--- src/rtl/axis_switch_single_slave.sv ---
// Registered 1-to-NMASTERS AXI-Stream router with one holding register and optional packet locking.
// Optional drop of out-of-range destinations with a dec_err pulse: define AXIS_SWITCH_SS_DECERR_EN.
module axis_switch_single_slave #(
    parameter int NMASTERS   = 2,
    parameter int DATA_WIDTH = 64,
    parameter int DEST_WIDTH = 1,
    parameter int ID_WIDTH   = 1,
    parameter int HAS_ID     = 0,
    parameter int HAS_LAST   = 0
) (
    input  logic                           aclk,
    input  logic                           aresetn,
    input  logic                           s_valid_i,
    output logic                           s_ready_o,
    input  logic [DATA_WIDTH-1:0]          s_data_i,
    input  logic [DEST_WIDTH-1:0]          s_dest_i,
    input  logic [ID_WIDTH-1:0]            s_id_i,
    input  logic                           s_last_i,
    output logic [NMASTERS-1:0]            m_valid_o,
    input  logic [NMASTERS-1:0]            m_ready_i,
    output logic [NMASTERS*DATA_WIDTH-1:0] m_data_o,
    output logic [NMASTERS*DEST_WIDTH-1:0] m_dest_o,
    output logic [NMASTERS*ID_WIDTH-1:0]   m_id_o,
    output logic [NMASTERS-1:0]            m_last_o,
    output logic                           dec_err_o
);

`ifdef AXIS_SWITCH_SS_DECERR_EN
    typedef enum logic [1:0] {ST_IDLE = 2'd0, ST_PACKET = 2'd1, ST_DROP = 2'd2} state_t;
`else
    typedef enum logic [1:0] {ST_IDLE = 2'd0, ST_PACKET = 2'd1} state_t;
`endif

    state_t                  state_q, state_d;
    logic [DATA_WIDTH-1:0]   data_q, data_d;
    logic [DEST_WIDTH-1:0]   dest_q, dest_d;
    logic [ID_WIDTH-1:0]     id_q, id_d;
    logic                    last_q, last_d;
    logic [DEST_WIDTH-1:0]   sel_q, sel_d;
    logic                    hvalid_q, hvalid_d;

    logic                    ready_sel;
    logic                    in_range;
    logic                    locked;
    logic                    in_drop;
    logic                    accept;
    logic [DEST_WIDTH-1:0]   route_sel;

    always_comb begin
        ready_sel = 1'b0;
        for (int i = 0; i < NMASTERS; i++) begin
            if (sel_q == DEST_WIDTH'(i)) ready_sel = m_ready_i[i];
        end
    end

    assign in_range = {1'b0, s_dest_i} < (DEST_WIDTH+1)'(NMASTERS);
    assign locked   = (HAS_LAST != 0) && (state_q == ST_PACKET);

`ifdef AXIS_SWITCH_SS_DECERR_EN
    assign in_drop  = (state_q == ST_DROP);
`else
    assign in_drop  = 1'b0;
`endif

    // While dropping, beats are consumed regardless of the holding register.
    assign s_ready_o = aresetn && (in_drop || !hvalid_q || ready_sel);
    assign accept    = s_valid_i && s_ready_o;

    // Out-of-range dest falls back to master 0 when it is not dropped.
    assign route_sel = locked ? sel_q : (in_range ? s_dest_i : '0);

`ifdef AXIS_SWITCH_SS_DECERR_EN
    logic dec_err_q, dec_err_d;
`endif

    always_comb begin
        state_d  = state_q;
        data_d   = data_q;
        dest_d   = dest_q;
        id_d     = id_q;
        last_d   = last_q;
        sel_d    = sel_q;
        hvalid_d = (hvalid_q && ready_sel) ? 1'b0 : hvalid_q;
`ifdef AXIS_SWITCH_SS_DECERR_EN
        dec_err_d = 1'b0;
`endif
        if (accept) begin
`ifdef AXIS_SWITCH_SS_DECERR_EN
            if (state_q == ST_DROP) begin
                if (s_last_i) state_d = ST_IDLE;
            end else if (!in_range && !locked) begin
                dec_err_d = 1'b1;
                if ((HAS_LAST != 0) && !s_last_i) state_d = ST_DROP;
            end else
`endif
            begin
                data_d   = s_data_i;
                dest_d   = s_dest_i;
                id_d     = s_id_i;
                last_d   = s_last_i;
                sel_d    = route_sel;
                hvalid_d = 1'b1;
                if (HAS_LAST != 0) state_d = s_last_i ? ST_IDLE : ST_PACKET;
            end
        end
    end

    always_ff @(posedge aclk) begin
        if (!aresetn) begin
            state_q  <= ST_IDLE;
            data_q   <= '0;
            dest_q   <= '0;
            id_q     <= '0;
            last_q   <= 1'b0;
            sel_q    <= '0;
            hvalid_q <= 1'b0;
        end else begin
            state_q  <= state_d;
            data_q   <= data_d;
            dest_q   <= dest_d;
            id_q     <= id_d;
            last_q   <= last_d;
            sel_q    <= sel_d;
            hvalid_q <= hvalid_d;
        end
    end

`ifdef AXIS_SWITCH_SS_DECERR_EN
    always_ff @(posedge aclk) begin
        if (!aresetn) dec_err_q <= 1'b0;
        else          dec_err_q <= dec_err_d;
    end
    assign dec_err_o = dec_err_q;
`else
    assign dec_err_o = 1'b0;
`endif

    always_comb begin
        m_valid_o = '0;
        for (int i = 0; i < NMASTERS; i++) begin
            m_valid_o[i] = hvalid_q && (sel_q == DEST_WIDTH'(i));
        end
    end

    assign m_data_o = {NMASTERS{data_q}};
    assign m_dest_o = {NMASTERS{dest_q}};
    assign m_id_o   = (HAS_ID != 0)   ? {NMASTERS{id_q}}   : '0;
    assign m_last_o = (HAS_LAST != 0) ? {NMASTERS{last_q}} : '0;

endmodule

--- config.mk ---
export PLATFORM = sky130hd
export DESIGN_NAME = axis_switch_single_slave
export DESIGN_NICKNAME = d
export VERILOG_FILES = /design/src/rtl/axis_switch_single_slave.sv
export SDC_FILE = /design/constraint.sdc
export NUM_CORES = 1
export LEC_CHECK = 0
export ABC_AREA = 0
export ABC_CLOCK_PERIOD_IN_PS = 2000
export CAP_MARGIN = 20
export CELL_PAD_IN_SITES_DETAIL_PLACEMENT = 1
export CELL_PAD_IN_SITES_GLOBAL_PLACEMENT = 1
export CORE_UTILIZATION = 23
export DETAILED_ROUTE_END_ITERATION = 6
export GPL_ROUTABILITY_DRIVEN = 0
export PLACE_DENSITY = 0.89
export SYNTH_ARGS = -nofsm -noshare
export SYNTH_HDL_FRONTEND = slang
export SYNTH_SLANG_ARGS = --single-unit
--- constraint.sdc ---
create_clock -name aclk -period 2 [get_ports aclk]
set_clock_uncertainty 0.1 [all_clocks]
set_input_delay 0.6 -clock aclk [delete_from_list [all_inputs] [get_ports aclk]]
set_output_delay 0.6 -clock aclk [all_outputs]
set_load 0.01 [all_outputs]
# Word level (Yosys, flattened, before mapping)
# Cells that the tools add are included.
[classes]
n_reduce_logical = 8
n_mux = 3
bitwise_logic = 1
[ops]
columns = ["operator", "count"]
rows = [
  ["1-bit logical AND", 5],
  ["1-bit two-way mux", 3],
  ["2-bit nonzero test", 1],
  ["1-bit zero test", 1],
  ["1-bit logical OR", 1],
  ["1-bit inverter", 1],
]
[totals]
ff_bits = 66
inputBits = 72
elab_cells = 15

# Depth between registers and ports, before layout
[logic_depth]
depth_word = 5
depth_mapped = 5

# Least setup slack after synthesis
# OpenSTA, ideal clock, no wires.
[synth_timing]
kind = "in2out"
start = "input port m_ready_i[1]"
end = "output port s_ready_o"
n_path_buf = 0
stages = 2
slack_ns = 0.286
required_ns = 1.300
arrival_time_ns = 1.014
cell_sequence = "mux2i_1 -> a21boi_0"
[synth_via]
elab_chain_cells = 3
[synth_lines]
columns = ["item", "line", "text"]
rows = [
  ["start: declaration", "20", "input logic [NMASTERS-1:0] m_ready_i,"],
  ["1-bit two-way mux", "52", "if (sel_q == DEST_WIDTH'(i)) ready_sel = m_ready_i[i];"],
  ["1-bit logical OR", "66", "assign s_ready_o = aresetn && (in_drop || !hvalid_q || ready_sel);"],
  ["1-bit logical AND", "66", ""],
  ["end: declaration", "14", "output logic s_ready_o,"],
]
# No other way between the ends.

# Worst setup path after layout
# Same ends and word-level chain as after synthesis.

==> metrics.csv <==
stage;metric;value;unit
global_route;grt_pass1_wl;12200;µm
worst_setup_path;worstSetupPathType;primary input to output pin;
placed_design;pre_cts_ws;-0.605;ns
routing;routed_wl;8040;µm
synth;synth_fa_ha_area_frac;0;
final_layout;area_growth;77.3;%
timing;setup_violations;0;
worst_setup_path;cp-start-kind;primary input;
timing;drv_slew;0;
floorplan;initial_core_util;0.239;
clock_network;h-tree-depth;3;
routing;drc;0;
synth;ys_seq_area_frac;0.503;
power_and_ir_drop;power.leakage;1.99;nW
timing;period_minus_slack;1.97;ns
synth;synth_top_family_by_area;buffers and inverters;
floorplan;die_w;109;µm
routing;postRouteAntennaNets;0;
floorplan;ios;210;
synth;ys_seq_elements;66;
timing;tns;0;ns
floorplan;core.rowCount;38;
power_and_ir_drop;switching_share;0.236;
routing;dr.pass1.iters;4;
floorplan;die_h;109;µm
clock_network;cts_buffer_depth;2;
worst_hold_path;hold_path.class;flip-flop to flip-flop;
global_route;antenna_found_initial;0;
global_route;track_usage;0.135;
placed_design;portBuffers;202;
final_layout;fillerInstances;1189;
worst_setup_path;max_stage_delay;0.25;ns
power_and_ir_drop;intPower;0.00298;W
global_route;grt_remaining_overflow;0;
placed_design;dpl.hpwl;6120;µm
final_layout;fin_cells;515;
worst_setup_path;path_cells;dlygate4sd2_1 > mux2i_2 > a21boi_2 > buf_2;
global_route;grt_pass1_vias;2237;
clock_network;root_buffer;clkbuf_16;
clock_network;cts_tree;done;
synth;synthesis.area;2630;µm²
timing;max_freq;507;MHz
power_and_ir_drop;p_switching;0.000921;W
power_and_ir_drop;pwr-share-comb;0.194;
routing;num_vias;2233;
power_and_ir_drop;p_per_area;838;nW/µm²
final_layout;nets;441;
routing;via_per_inst;4.34;
clock_network;cts_made_buffers;9;
worst_setup_path;cp_slowest_cell;dlygate4sd2_1;
floorplan;die-area;11800;µm²
synth;yosys.area_share.simple;0.0100;
synth;ys_warn_count;0;
synth;muxShareOfSynthArea;0.00381;
synth;synth-xor-area-share;0;
clock_network;clock_sink_count;66;
worst_setup_path;endpoint_kind;output pin;
synth;synth_cell_types;18;
synth;synth_compound_area_frac;0.229;
timing;rsz0062_at_grt;yes;
power_and_ir_drop;peakVddDrop;0.417;mV
routing;drt_iter0_markers;66;
worst_setup_path;crit_required;1.30;ns
worst_setup_path;cp.arrival;1.27;ns
placed_design;placedCellCount;497;
timing;hold_viol_final;0;
timing;period_share;0.987;
power_and_ir_drop;p_seq_frac;0.380;
flow_run;maxCapViolations;0;
global_route;grt_max_degree;35;
timing;worst_slack;0.0269;ns
worst_setup_path;worstPathMaxFanout;2;
routing;routedWlPerCell;15.6;µm
clock_network;clk_pin_slew;0.05;ns
floorplan;core_area;11000;µm²
synth;netlist_instances;229;
outcome;status;complete, no violations;
clock_network;clk-insertion-delay-late;0.32;ns
power_and_ir_drop;clockPowerShare;0.426;
final_layout;drive_gt1_frac;0.0829;
clock_network;cts_hold_buffers;0;
synth;postSynthAreaPerCell;11.5;µm²
[synth_stat cells]
master / count / area share
a22o_1: 64 / 0.21
clkbuf_1: 1 / 0.0014
inv_1: 1 / 0.0014
dfxtp_1: 66 / 0.50
a32o_1: 1 / 0.0038
buf_6: 7 / 0.030
nor2b_1: 2 / 0.0048
o21ai_0: 1 / 0.0019
nor2_1: 1 / 0.0014
a31o_1: 1 / 0.0033
nand2_1: 1 / 0.0014
a21boi_0: 1 / 0.0029
a21oi_1: 2 / 0.0038
buf_2: 1 / 0.0019
conb_1: 1 / 0.0014
buf_4: 76 / 0.22
and2_1: 1 / 0.0024
mux2i_1: 1 / 0.0038
[sequential cells by signal (all words and copies together) (netlist names)]
| name | count |
|---|---|
| data_q | 64 |
| dest_q | 1 |
| hvalid_q | 1 |
[cells in the final DEF (no fill, tap or decap), types with 2 or more instances in the layout]
master	netlist	routed
conb_1	1	5
dlygate4sd2_1	0	7
clkdlybuf4s50_1	0	182
clkbuf_16	0	9
dfxtp_4	0	2
nor2b_1	2	2
a22o_1	64	64
buf_4	76	4
clkinv_2	0	2
clkinvlp_4	0	2
dlymetal6s2s_1	0	12
dfxtp_1	66	64
buf_12	0	4
bufinv_16	0	2
[layer usage]
metal  vias to the layer above  GRT usage  part of all wire
li1                       1025          -                 -
met1                      1069      0.153              0.39
met2                       130      0.237              0.51
met3                         9     0.0329             0.080
met4                         0     0.0666             0.016
met5                         -          0                 0
[what timing repair did]
| action | 4_1_cts | 5_1_grt |
|---|---|---|
| cloned | 0 | 0 |
| endpoints found under the setup margin | 5 | 14 |
| hold endpoints to repair | 0 | 0 |
| gates resized for setup | 17 | 13 |
| pin swaps | 1 | 0 |
| setup buffers | 1 | 0 |
[power by group through the flow]
| stage | combinational [W] | sequential [W] | clock, W |
|---|---|---|---|
| floorplan | 0.000328 | 0.00154 | 0 |
| global placement | 0.000753 | 0.00150 | 0 |
| detailed placement | 0.000770 | 0.00151 | 0 |
| CTS | 0.000769 | 0.00148 | 0.00173 |
| global route | 0.000806 | 0.00149 | 0.00178 |
| finish | 0.000757 | 0.00148 | 0.00166 |
[cells by family (layout without fill, tap and decap cells)]
| group | Yosys count | in the layout |
|---|---|---|
| AO/OA/AOI/OAI | 70 | 70 |
| buffers and inverters | 86 | 227 |
| flip-flops | 66 | 66 |
| multiplexers | 1 | 1 |
| other | 1 | 6 |
| AND/OR/NAND/NOR | 5 | 5 |
[worst paths after layout]
check | depth (start not counted) | startpoint | to | slack [ns]
max | 4 | m_ready_i[1] | s_ready_o | 0.03
max reg2reg | 6 | dest_q | data_q[12] | 0.25
min | 1 | data_q[4] | data_q[4] | 0.40
min reg2reg | 1 | data_q[4] | data_q[4] | 0.40
[layout make-up]
cell class / count / area, µm² / area share
Multi-Input combinational cell: 81 / 676 / 0.145
Sequential cell: 66 / 1330 / 0.286
Tap cell: 140 / 175 / 0.0376
Inverter: 1 / 3.75 / 0.000807
Clock inverter: 7 / 93.8 / 0.0202
Clock buffer: 9 / 225 / 0.0484
Antenna cell: 1 / 2.50 / 0.000538
Timing Repair Buffer: 210 / 2150 / 0.462
[metrics by stage]
stage          utilization  instance area (µm²)  total power, W  hold WS (ns)
2_1_floorplan            -                 2640         0.00186         0.434
3_3_place_gp         0.391                 4290         0.00226         0.384
3_5_place_dp         0.391                 4290         0.00228         0.394
4_1_cts              0.420                 4620         0.00398         0.407
5_1_grt              0.423                 4650         0.00408         0.423
6_report             0.424                 4650         0.00390         0.397
[worst max-delay path: cells and delay by family]
kind / cells / cell delay (ns)
muxes: 1 / 0.21
buffers and inverters: 2 / 0.39
AOI/OAI and AO/OA: 1 / 0.07
Note: power is estimated with default switching activity, not from simulation.
